[config.mk]
export PLATFORM = sky130hd
export DESIGN_NAME = regfile_bubble_sorter
export DESIGN_NICKNAME = d
export VERILOG_FILES = /design/src/rtl/regfile_bubble_sorter.sv
export SDC_FILE = /design/constraint.sdc
export NUM_CORES = 1
export LEC_CHECK = 0
export ABC_CLOCK_PERIOD_IN_PS = 3100
export BUFFER_PORTS_ARGS = -buffer_cell sky130_fd_sc_hd__buf_2
export CORE_ASPECT_RATIO = 0.5
export CORE_MARGIN = 8
export CORE_UTILIZATION = 55
export CTS_CLUSTER_DIAMETER = 80
export DETAILED_ROUTE_END_ITERATION = 10
export GPL_TIMING_DRIVEN = 1
export MAX_ROUTING_LAYER = met4
export PLACE_DENSITY = 0.77
export RECOVER_POWER = 25
export SLEW_MARGIN = 10
export SYNTH_ARGS = -nofsm -noshare
export SYNTH_HDL_FRONTEND = slang
export SYNTH_SLANG_ARGS = --single-unit
[constraint.sdc]
create_clock -name Clk -period 3.1 [get_ports Clk]
set_input_delay 0.31 -clock Clk [delete_from_list [all_inputs] [get_ports Clk]]
set_output_delay 0.31 -clock Clk [all_outputs]
set_load 0.02 [all_outputs]
[src/rtl/regfile_bubble_sorter.sv]
`timescale 1ns/1ps
// ---------------------------------------------------------------------------
// regfile_bubble_sorter
//
// Purpose:
//   In-place bubble sort of a DEPTH-entry register file. The sorter works
//   through the file's single combinational read port and single synchronous
//   write port. Each pass is one entry shorter than the previous one. The
//   sort stops early after any pass that performs no swaps.
//
// Ports:
//   Clk        clock, rising edge
//   Rst        synchronous active-high reset
//   Start      sort request, sampled only while idle
//   Desc       order select (0 ascending, 1 descending), latched with Start
//   R_Data     register-file read data (combinational w.r.t. R_Addr)
//   R_Addr     register-file read address
//   R_en       register-file read enable
//   W_Addr     register-file write address
//   W_en       register-file write enable
//   W_Data     register-file write data
//   Busy       high whenever a sort is in progress (including DONE)
//   Done       one-cycle completion pulse
//   SwapCount  swaps performed by the last/current sort, saturating
// ---------------------------------------------------------------------------
module regfile_bubble_sorter #(
    parameter int DEPTH   = 16,
    parameter int WIDTH   = 8,
    parameter int ADDR_W  = 4,
    parameter int COUNT_W = 8
) (
    input  logic               Clk,
    input  logic               Rst,
    input  logic               Start,
    input  logic               Desc,
    input  logic [WIDTH-1:0]   R_Data,
    output logic [ADDR_W-1:0]  R_Addr,
    output logic               R_en,
    output logic [ADDR_W-1:0]  W_Addr,
    output logic               W_en,
    output logic [WIDTH-1:0]   W_Data,
    output logic               Busy,
    output logic               Done,
    output logic [COUNT_W-1:0] SwapCount
);

    typedef enum logic [2:0] {
        S_IDLE,
        S_RD_A,
        S_RD_B,
        S_CMP,
        S_WR_A,
        S_WR_B,
        S_DONE
    } state_t;

    state_t               state_q, state_d;
    logic [ADDR_W-1:0]    idx_q, idx_d;
    logic [ADDR_W-1:0]    limit_q, limit_d;
    logic                 swapped_q, swapped_d;
    logic                 desc_q, desc_d;
    logic [COUNT_W-1:0]   cnt_q, cnt_d;
    logic [WIDTH-1:0]     a_q, a_d;
    logic [WIDTH-1:0]     b_q, b_d;

    logic [ADDR_W-1:0]    idx_nxt;
    logic                 out_of_order;
    logic                 end_cmp;

    // Counter sticks at all-ones instead of wrapping.
    function automatic logic [COUNT_W-1:0] sat_inc(input logic [COUNT_W-1:0] v);
        return (&v) ? v : v + COUNT_W'(1);
    endfunction

    assign idx_nxt      = idx_q + ADDR_W'(1);
    // Strict compares: equal entries stay where they are.
    assign out_of_order = desc_q ? (a_q < b_q) : (a_q > b_q);

    // Outputs decode purely from registered state, so a reset edge forces
    // every output to its idle value in the following cycle.
    always_comb begin
        R_en   = 1'b0;
        W_en   = 1'b0;
        R_Addr = '0;
        W_Addr = '0;
        W_Data = '0;
        case (state_q)
            S_RD_A: begin
                R_en   = 1'b1;
                R_Addr = idx_q;
            end
            S_RD_B: begin
                R_en   = 1'b1;
                R_Addr = idx_nxt;
            end
            S_WR_A: begin
                W_en   = 1'b1;
                W_Addr = idx_q;
                W_Data = b_q;
            end
            S_WR_B: begin
                W_en   = 1'b1;
                W_Addr = idx_nxt;
                W_Data = a_q;
            end
            default: ;
        endcase
    end

    assign Busy      = (state_q != S_IDLE);
    assign Done      = (state_q == S_DONE);
    assign SwapCount = cnt_q;

    always_comb begin
        state_d   = state_q;
        idx_d     = idx_q;
        limit_d   = limit_q;
        swapped_d = swapped_q;
        desc_d    = desc_q;
        cnt_d     = cnt_q;
        a_d       = a_q;
        b_d       = b_q;
        end_cmp   = 1'b0;

        case (state_q)
            S_IDLE: begin
                if (Start) begin
                    desc_d    = Desc;
                    idx_d     = '0;
                    limit_d   = ADDR_W'(DEPTH - 2);
                    swapped_d = 1'b0;
                    cnt_d     = '0;
                    state_d   = S_RD_A;
                end
            end
            S_RD_A: begin
                a_d     = R_Data;
                state_d = S_RD_B;
            end
            S_RD_B: begin
                b_d     = R_Data;
                state_d = S_CMP;
            end
            S_CMP: begin
                if (out_of_order) begin
                    state_d = S_WR_A;
                end else begin
                    end_cmp = 1'b1;
                end
            end
            S_WR_A: begin
                state_d = S_WR_B;
            end
            S_WR_B: begin
                swapped_d = 1'b1;
                cnt_d     = sat_inc(cnt_q);
                end_cmp   = 1'b1;
            end
            S_DONE: begin
                state_d = S_IDLE;
            end
            default: begin
                state_d = S_IDLE;
            end
        endcase

        // Advance to the next pair, start a shorter pass, or finish.
        // swapped_d already includes a swap made in this very cycle.
        if (end_cmp) begin
            if (idx_q < limit_q) begin
                idx_d   = idx_nxt;
                state_d = S_RD_A;
            end else if (!swapped_d || (limit_q == '0)) begin
                state_d = S_DONE;
            end else begin
                limit_d   = limit_q - ADDR_W'(1);
                idx_d     = '0;
                swapped_d = 1'b0;
                state_d   = S_RD_A;
            end
        end
    end

    always_ff @(posedge Clk) begin
        if (Rst) begin
            state_q   <= S_IDLE;
            idx_q     <= '0;
            limit_q   <= '0;
            swapped_q <= 1'b0;
            desc_q    <= 1'b0;
            cnt_q     <= '0;
        end else begin
            state_q   <= state_d;
            idx_q     <= idx_d;
            limit_q   <= limit_d;
            swapped_q <= swapped_d;
            desc_q    <= desc_d;
            cnt_q     <= cnt_d;
        end
    end

    // Operand holding registers carry data only; no reset needed.
    always_ff @(posedge Clk) begin
        a_q <= a_d;
        b_q <= b_d;
    end

endmodule

==> run metrics, run 1 <==
CP startpoint kind flip-flop; HPWL after DPL between 3000 and 4000 um; Synth Area in Simple Gates 0.1912; Crit Reg-Reg Endpoint idx_q[3]; Synth Area in Compound Gates 0.1811; post-synth top area share 0.2160; Final Max Tran Viols 0; Die Span Y around 60 um; setup bufs post-CTS 0; sequential fraction of the synthesis area 0.4049; CTS tree built; Max-slew headroom 0.5777; post-route insts no fill between 300 and 400; layout cells sized above 1 0.1756; Avg WL per Cell about 15 um; f_max 0.3736 GHz; fin crit period 2.677 ns; post-route ant nets 0; Worst Setup End Kind flip-flop; WHS Path Cells 1; Max FO, Critical Path 13; number of global-route vias before repair roughly 1900; hold_ws approximately 0.2 ns; GR Util All Layers 0.1667; status completed; Distinct cells, synth 50; CTS Buf Count 5; Post-synth EDFFs 16; largest family of logic cells by synthesized area simple AND/OR/NAND/NOR gates; flops & latches, synth 37; most used flip-flop cell after synthesis dfxtp_1; top cells by area, synth edfxtp_1 22%, dfxtp_1 19%, ha_1 7.9%; DR vias ~1900; maximum vdd ir drop roughly 0.25 mV; actual slew at the worst max-slew pin 0.6311 ns; Initial Utilization 0.5728; RSZ-0062 raised after global routing no; global placement routability congestion 0.8367; reg2reg setup slack 0.42 ns; Post-Synth XOR/XNOR Area 0.03543; Synth area leader edfxtp_1; final setup fails 0; Worst R2R Path Depth 7; number of remaining DRC errors 0; Hold Buf Count CTS 0; Yosys warning count 0; Pleak approximately 1.0 nW; total gr overflow 0; mux cell area share after synthesis 0.05568; P per Cell Area between 400 and 500 mW/mm^2; row count 16; Tcrit/Tclk final 0.8635; worst r2r src a_q[7]; kind of critical path flip-flop to flip-flop; Hold Crit Start R_Data[5]; worst skew pair latency roughly 0.29 ns; Syn Std Cell Area 0.002225 mm^2; first-pass GRT wire length roughly 8500 um; First-pass DRT Iterations 4; initial antenna violation count 0; fin nets around 300; adder-cell share of the synthesized area 0.07874; CTS H-tree lvls 2; I/O pins 40; Setup TNS 0 ns; Clk pin slew, worst setup/hold paths approximately 0.080 ns; die area 0.006459 mm^2; worst path arrival time 2.85 ns; chip width ~110 um; antenna cells 0; Layout area overhead 15.64%; pin count of the biggest net entering global routing 23; clk_skew 0.004566 ns; Required @ worst endpoint about 3.3 ns; Post-CTS Resized 0; Avg Inst Size Synth slightly above 9 um^2; Net Count, Synth ~270; Hold Violations, Final 0; Cells after Synth approximately 240; CTS sink count 37; count of maximum capacitance violations 0; placed insts between 300 and 400; worst hold path class primary input to flip-flop; Core Area between 0.003 and 0.004 mm^2; ys async rst share 0; Iter 0 DRT Violations between 100 and 150; Hold Crit Endpoint b_q[5]; wirelength, routed just over 5000 um; IO buf count 39; CTS Root Cell clkbuf_8; vias per cell ~5.8; Max clock buf depth 2
[layout make-up]
type	instances	area, um^2
Timing Repair Buffer	41	200.2
Sequential cell	37	900.9
Inverter	17	63.81
Tap cell	54	67.56
Multi-Input combinational cell	176	1206
Clock buffer	5	68.82
Fill cell	346	1311
Clock inverter	3	65.06
[state kept, by name, summed over array words and instances, names as in the netlist]
| register | cells |
|---|---|
| SwapCount | 8 |
| a_q | 8 |
| b_q | 8 |
| idx_q | 4 |
| limit_q | 4 |
| state_q | 3 |
| desc_q | 1 |
| swapped_q | 1 |
[synthesized netlist by cell type (all sizes together), types with 2 or more instances]
master,n
and3,3
nor2,27
o21ai,6
a221oi,2
o211ai,3
dfxtp,21
a21oi,17
nor2b,5
mux2i,9
o2111ai,3
nand3,9
xor2,5
and2,2
a221o,2
clkbuf,6
mux2,3
nand4,7
xnor2,4
o31ai,2
or3,2
a22o,2
ha,14
inv,17
nand2,17
a21o,3
a2111oi,2
a211o,4
nand2b,4
edfxtp,16
nor4,2
buf,5
nor3,3
o21a,2
o2111a,3
[power breakdown]
part	leakage, nW	internal (mW)	switching, mW	total (mW)
logic	0.662	0.0792	0.129	0.208
clock network	0.0681	0.320	0.177	0.496
registers	0.318	0.536	0.0188	0.555
total	1.05	0.935	0.324	1.26
[critical path: stages, from the launching register on]
cell	delay (ns)
edfxtp_1	0.41
ha_1	0.36
and3_1	0.22
a221oi_2	0.28
nand2_1	0.13
o2111ai_2	0.53
a211oi_1	0.25
a221o_1	0.38
[routing by layer]
layer	share of wire	vias up	global-route usage	wire length, um
li1	-	961	-	-
met2	0.50	44	0.2986	2552
met4	0.0093	0	0.04950	48
met3	0.037	6	0.03814	192
met1	0.46	927	0.1861	2341
met5	0	-	-	0
[how the worst max path moves through the flow]
stage	startpoint	to	slack, ns
after floorplan	a_q[7]	limit_q[1]	0.85
after global placement	a_q[7]	idx_q[3]	0.61
after detailed placement	a_q[7]	idx_q[3]	0.46
after CTS	a_q[7]	idx_q[3]	0.44
after global routing	a_q[7]	idx_q[2]	0.21
final	a_q[7]	idx_q[3]	0.42
[cell usage in the layout (no fill, tap or decap), drive strengths merged, types with 4 or more instances in the layout]
| cell type | synthesis | routed |
|---|---|---|
| a211o | 4 | 4 |
| a21oi | 17 | 17 |
| buf | 5 | 33 |
| clkbuf | 6 | 13 |
| dfxtp | 21 | 21 |
| edfxtp | 16 | 16 |
| ha | 14 | 14 |
| inv | 17 | 17 |
| mux2i | 9 | 9 |
| nand2 | 17 | 17 |
| nand2b | 4 | 4 |
| nand3 | 9 | 9 |
| nand4 | 7 | 7 |
| nor2 | 27 | 27 |
| nor2b | 5 | 5 |
| o21ai | 6 | 6 |
| xnor2 | 4 | 4 |
| xor2 | 5 | 5 |
[stage by stage]
step | area (um^2) | setup slack [ns] | util | power [mW]
after floorplan | 2225 | 0.8500 | - | 0.7161
after global placement | 2449 | 0.6132 | 0.6305 | 0.7634
after detailed placement | 2449 | 0.4643 | 0.6305 | 0.7730
after CTS | 2582 | 0.4386 | 0.6649 | 1.270
after global routing | 2572 | 0.2114 | 0.6624 | 1.311
final | 2572 | 0.4231 | 0.6624 | 1.259
[cells by family (layout without fill, tap and decap cells)]
family	count (synthesis)	count (layout)
flops	37	37
mux	12	12
fa+ha+maj	14	14
simple gates	86	86
compound gates	55	55
buf+inv	28	66
xor+xnor	9	9
No activity file was read; power rests on OpenSTA's default activity.
==> inputs of run 2 (changes only) <==
--- a/config.mk
+++ b/config.mk
@@ -5,16 +5,17 @@
 export SDC_FILE = /design/constraint.sdc
 export NUM_CORES = 1
 export LEC_CHECK = 0
-export ABC_CLOCK_PERIOD_IN_PS = 3100
+export ABC_CLOCK_PERIOD_IN_PS = 2390
 export BUFFER_PORTS_ARGS = -buffer_cell sky130_fd_sc_hd__buf_2
 export CORE_ASPECT_RATIO = 0.5
 export CORE_MARGIN = 8
-export CORE_UTILIZATION = 55
+export CORE_UTILIZATION = 52
+export CTS_BUF_LIST = sky130_fd_sc_hd__clkbuf_4 sky130_fd_sc_hd__clkbuf_8
 export CTS_CLUSTER_DIAMETER = 80
 export DETAILED_ROUTE_END_ITERATION = 10
 export GPL_TIMING_DRIVEN = 1
 export MAX_ROUTING_LAYER = met4
-export PLACE_DENSITY = 0.77
+export PLACE_DENSITY = 0.76
 export RECOVER_POWER = 25
 export SLEW_MARGIN = 10
 export SYNTH_ARGS = -nofsm -noshare
==> constraint.sdc (replaced) <==
create_clock -name Clk -period 2.39 [get_ports Clk]
set_input_delay 0.239 -clock Clk [delete_from_list [all_inputs] [get_ports Clk]]
set_output_delay 0.239 -clock Clk [all_outputs]
set_load 0.02 [all_outputs]
==> run 2 against run 1 <==
Against the previous run: wire length up 8.8%; utilization grew 3.6 points; sequential power grew 31%; maximum frequency up 14%; cell count rose by 5.1%; combinational power increased by 57%; critical path depth is 1 higher; sequential share of layout area fell by 2.8 points; final area increased by 8.8%; worst hold slack worse by 0.088 ns; first-iteration DRC count grew 6.8%.
==> run metrics, run 2 (synthesis results as in run 1) <==
status completed; Required @ worst endpoint 2.58 ns; CTS Buf Count 5; CTS Root Cell clkbuf_8; f_max roughly 0.43 GHz; fin nets approximately 320; Reg power frac 0.449; Final Max Tran Viols 0; Crit-path slowest cell edfxtp_1; Sw Share 0.2885; I/O pins 40; clk_skew roughly 0.011 ns; DR vias 1992; fillers ~310; total power ~1.6 mW; switching power roughly 470 uW; commonest non-fill, non-tap cell in the layout buf_2; GR Util All Layers 0.1664; cell breakdown of the critical path ha_1 > nor2b_1 > o211ai_1 > a211o_1 > o2111ai_4 > buf_4 > a21oi_1 > mux2_2; worst path arrival time about 2.5 ns; Max clock buf depth 2; IO buf count 39; kind of critical path flip-flop to flip-flop; vias per cell roughly 5.7; First-pass DRT Iterations 4; wirelength, routed approximately 5600 um; antenna cells 0; chip width 108.5 um; CTS sink count 37; total gr overflow 0; Die Span Y a little over 60 um; P per Cell Area about 580 mW/mm^2; first-pass GRT wire length 8949 um; HPWL after DPL slightly below 4000 um; Layout area overhead 25.76%; Iter 0 DRT Violations 110; row count 16; Max FO, Critical Path 5; Max-slew headroom 0.6564; Setup TNS 0 ns; die area 0.006754 mm^2; Avg WL per Cell 15.97 um; pre-CTS WS -0.1345 ns; WHS Path Cells 1; final setup fails 0; CP max stage delay roughly 0.4 ns; CTS H-tree lvls 2; combinational share of power 0.202; Hold Violations, Final 0; Worst Setup End Kind flip-flop; fin crit period about 2.3 ns; Initial Utilization 0.5556; Core Area approximately 0.004 mm^2; Int Power between 1 and 1.5 mW; Pleak 1.117 nW; Worst R2R Path Depth 8; most frequent cells in the layout 30 x buf_2, 27 x nor2_1, 20 x dfxtp_1; worst skew pair latency 0.31 ns; Clk pin slew, worst setup/hold paths approximately 0.09 ns; actual slew at the worst max-slew pin between 0.5 and 0.6 ns; maximum vdd ir drop approximately 0.26 mV; Final WS setup approximately 0.041 ns; CP startpoint kind flip-flop; CTS tree built; count of maximum capacitance violations 0; Hold Crit Start R_Data[5]; layout cells sized above 1 0.2703; number of global-route vias before repair between 1500 and 2000; post-route ant nets 0; pin count of the biggest net entering global routing 18; number of remaining DRC errors 0; initial antenna violation count 0; reg2reg setup slack 0.04 ns; worst r2r src a_q[1]; worst hold path class primary input to flip-flop; Clock Power Share 0.349; global placement routability congestion 0.7722; Hold Crit Endpoint b_q[5]; Hold Buf Count CTS 0; Tcrit/Tclk final 0.9827; Crit Reg-Reg Endpoint limit_q[1]
[run 2: changes by cell type in the layout (fill, tap and decap cells not counted), moves of 2 or more]
cell       before  now
a2111oi_0       2    0
a2111oi_2       0    2
buf_4           2   18
ha_1           14   11
ha_4            0    3
or3_1           2    0
or3_4           0    2
[run 2: stage by stage]
| stage | cell area (um^2) | instances | hold WS [ns] | utilization |
|---|---|---|---|---|
| floorplan | 2225 | 241 | 0.3379 | - |
| global placement | 2509 | 333 | 0.4272 | 0.6266 |
| detailed placement | 2509 | 333 | 0.4305 | 0.6266 |
| CTS | 2654 | 342 | 0.1091 | 0.6628 |
| global route | 2798 | 350 | 0.1050 | 0.6988 |
| finish | 2798 | 350 | 0.1160 | 0.6988 |
[run 2: routing by layer]
metal  GRT usage  wire length [um]
met3     0.04630               290
met2      0.2693              2786
met5           -                 0
met1      0.1974              2467
met4     0.04738                44
[run 2: layout make-up]
cell class                 instances  area (um^2)  area share
multi-input combinational        176         1319      0.4714
sequential                        37        902.1      0.3225
timing repair buffer              58        330.3      0.1181
clock buffer                       5        68.82     0.02460
tap                               54        67.56     0.02415
inverter                          17        63.81     0.02281
clock inverter                     3        46.29     0.01655
[run 2: timing repair]
action | 4_1_cts | 5_1_grt
resized for setup | 4 | 18
pin swaps | 2 | 10
endpoints found under the setup margin | 8 | 9
gates cloned | 0 | 0
setup buffers | 1 | 8
[run 2: critical path, delay by kind of cell, from the launching register on]
| kind | cells | cell delay (ns) |
|---|---|---|
| buffers and inverters | 1 | 0.19 |
| adders and majority gates | 1 | 0.30 |
| AOI/OAI and AO/OA | 4 | 0.87 |
| muxes | 1 | 0.34 |
| DFF | 1 | 0.40 |
| and+or+nand+nor | 1 | 0.13 |
[run 2: worst max-delay path by stage]
stage	startpoint	to	slack, ns	cells past startpoint
floorplan	a_q[7]	limit_q[1]	0.14	8
global placement	a_q[6]	idx_q[3]	-0.004	7
detailed placement	a_q[7]	limit_q[3]	-0.13	7
CTS	a_q[7]	idx_q[3]	0.0003	7
global route	a_q[1]	limit_q[1]	-0.04	8
finish	a_q[1]	limit_q[1]	0.04	8
[run 2: power by group through the flow]
| stage | sequential, mW | combinational [mW] | clock, mW |
|---|---|---|---|
| finish | 0.726 | 0.327 | 0.566 |
| global route | 0.731 | 0.359 | 0.601 |
| CTS | 0.722 | 0.288 | 0.577 |
| detailed placement | 0.737 | 0.279 | 0 |
| global placement | 0.734 | 0.269 | 0 |
| floorplan | 0.725 | 0.204 | 0 |
==> inputs of run 3 (changes only) <==
--- a/config.mk
+++ b/config.mk
@@ -5,7 +5,8 @@
 export SDC_FILE = /design/constraint.sdc
 export NUM_CORES = 1
 export LEC_CHECK = 0
-export ABC_CLOCK_PERIOD_IN_PS = 2390
+export ABC_AREA = 1
+export ABC_CLOCK_PERIOD_IN_PS = 2150
 export BUFFER_PORTS_ARGS = -buffer_cell sky130_fd_sc_hd__buf_2
 export CORE_ASPECT_RATIO = 0.5
 export CORE_MARGIN = 8
==> constraint.sdc (replaced) <==
create_clock -name Clk -period 2.15 [get_ports Clk]
set_input_delay 0.215 -clock Clk [delete_from_list [all_inputs] [get_ports Clk]]
set_output_delay 0.215 -clock Clk [all_outputs]
set_load 0.02 [all_outputs]
==> run 3 against run 2 <==
Against the previous run: worst hold slack worse by 0.0024 ns; die area is 0.81% lower; first-iteration DRC count is 1.8% lower; flip-flop and latch count stayed put; total power is 8.1% higher; final area is 9.6% lower; sequential power is 14% higher; register-to-register slack better by 0.21 ns; utilization is 6.4 points lower; maximum frequency is 23% higher; count of clock-buffer cells in the layout stayed put; critical path type unchanged; largest cell class unchanged; largest power group unchanged.
==> run metrics, run 3 <==
P per Cell Area between 600 and 700 mW/mm^2; maximum vdd ir drop between 0.3 and 0.4 mV; f_max about 0.53 GHz; Synth area leader edfxtp_1; Max FO, Critical Path 11; total power roughly 1.7 mW; Max clock buf depth 2; initial antenna violation count 0; Core Util, Final 0.6351; CTS tree built; number of remaining DRC errors 0; Avg WL per Cell approximately 13 um; Core Area ~0.004 mm^2; placed insts just under 400; CP max stage delay approximately 0.39 ns; most common library cells after synthesis 76 x nand2_1, 39 x inv_1, 23 x nand3_1; Final Max Tran Viols 0; worst path arrival time roughly 2.1 ns; I/O pins 40; count of maximum capacitance violations 0; First-pass DRT Iterations 4; fin crit period approximately 1.9 ns; CTS sink count 37; Hold Violations, Final 0; status completed; global placement routability congestion roughly 0.97; row count 16; Post-synth EDFFs 16; Layout area overhead 14.89%; pin count of the biggest net entering global routing 17; most frequent cells in the layout 75 x nand2_1, 39 x inv_1, 29 x buf_2; fin nets 364; Distinct cells, synth 30; actual slew at the worst max-slew pin 0.4645 ns; CTS H-tree lvls 2; DR vias slightly above 2000; number of global-route vias before repair roughly 1900; ys async rst share 0; first-pass GRT wire length ~8400 um; flops & latches, synth 37; commonest non-fill, non-tap cell in the layout nand2_1; die area roughly 0.0067 mm^2; Initial Utilization 0.5528; post-route insts no fill roughly 390; chip width approximately 110 um; HPWL after DPL 3902 um; CTS Root Cell clkbuf_8; worst hold path class primary input to flip-flop; kind of critical path flip-flop to flip-flop; Avg Inst Size Synth 7.465 um^2; top cells by area, synth edfxtp_1 22%, dfxtp_1 19%, nand2_1 13%; Tcrit/Tclk final 0.8853; Clk pin slew, worst setup/hold paths ~0.07 ns; post-synth top area share 0.2182; Pleak ~1.1 nW; Max-slew headroom 0.6896; GR Util All Layers 0.1620; reg2reg setup slack about 0.25 ns; count leader, synth nand2_1; most used flip-flop cell after synthesis dfxtp_1; RSZ-0062 raised after global routing no; total gr overflow 0; Cells after Synth slightly below 300; wirelength, routed between 5000 and 6000 um; antenna cells 0; Worst Setup End Kind flip-flop; Crit-path slowest cell edfxtp_1; clk_skew 0.006751 ns; Setup TNS 0 ns; Net Count, Synth between 300 and 400; cell breakdown of the critical path ha_1 > a21o_1 > nor2_1 > nand3_1 > nand2_1 > nand2_2 > nand2_2 > nand2_1 > a21oi_1; vias per cell between 5 and 6; Syn Std Cell Area between 0.002 and 0.0025 mm^2; Yosys warning count 0; layout cells sized above 1 0.1598; CTS Buf Count 5; worst skew pair latency around 0.29 ns; IO buf count 39; Die Span Y about 62 um; post-route ant nets 0; CP startpoint kind flip-flop; Required @ worst endpoint 2.37 ns; Iter 0 DRT Violations between 100 and 150; final setup fails 0; sequential fraction of the synthesis area 0.4091
## run 3: cell count changes after synthesis, moves of 5 or more
cell,before,now
nand3_1,9,23
inv_1,16,39
o21ai_0,6,22
mux2i_1,9,0
nor2_1,27,15
o22ai_1,0,6
nand2_1,16,76
nor2b_1,5,0
## run 3: layer usage
layer  global-route usage  up-vias  wire (um)
met3              0.04321        3        347
met4              0.04492        0         18
met1               0.1762      949       2279
met2               0.2931       58       2547
li1                     -     1060          -
met5                    -        -          0
## run 3: area by class of cell
cell class                      instances  area, um^2
Fill cell                             374        1454
Multi-Input combinational cell        208        1111
Sequential cell                        37       900.9
Timing Repair Buffer                   42       205.2
Inverter                               44       165.2
Clock buffer                            5       68.82
Tap cell                               54       67.56
Clock inverter                          2       11.26
## run 3: what timing repair did
| action | 4_1_cts | 5_1_grt |
|---|---|---|
| resized for setup | 0 | 1 |
| buffers inserted | 0 | 0 |
| hold buffers | 0 | 0 |
| endpoints found under the setup margin | 0 | 8 |
## run 3: report_power, final
group / switching (mW) / internal (mW) / leakage, nW
Sequential: 0.0306 / 0.796 / 0.319
Clock: 0.243 / 0.218 / 0.0377
Combinational: 0.318 / 0.144 / 0.787
Total: 0.592 / 1.16 / 1.14
## run 3: final timing paths
check	from	endpoint	depth (start not counted)
setup reg to reg	a_q[7]	state_q[2]	9
hold / removal	R_Data[1]	b_q[1]	1
setup / recovery	a_q[7]	state_q[2]	9
hold reg to reg	SwapCount[6]	SwapCount[6]	2
## run 3: kinds of logic (layout without fill, tap and decap cells)
kind of cell / after synthesis / count (layout) / share of synthesized area
and+or+nand+nor: 135 / 135 / 0.2756
AOI/OAI and AO/OA: 55 / 55 / 0.1324
buffers and inverters: 50 / 93 / 0.08750
DFF: 37 / 37 / 0.4091
adders and majority gates: 14 / 14 / 0.07955
xor gates and xnor gates: 4 / 4 / 0.01591
## run 3: worst max-delay path: cells and delay by family (launching register included)
kind | cells | cell delay [ns]
AOI/OAI and AO/OA | 2 | 0.33
and+or+nand+nor | 6 | 0.78
adders and majority gates | 1 | 0.33
DFF | 1 | 0.39
## run 3: stage by stage
| step | instance area, um^2 | setup slack (ns) | hold slack (ns) |
|---|---|---|---|
| 5_1_grt | 2530 | 0.07822 | 0.1083 |
| 4_1_cts | 2540 | 0.1338 | 0.1046 |
| 2_1_floorplan | 2202 | 0.2237 | 0.2841 |
| 3_3_place_gp | 2460 | 0.2567 | 0.4037 |
| 6_report | 2530 | 0.2466 | 0.1136 |
| 3_5_place_dp | 2460 | 0.1548 | 0.4071 |
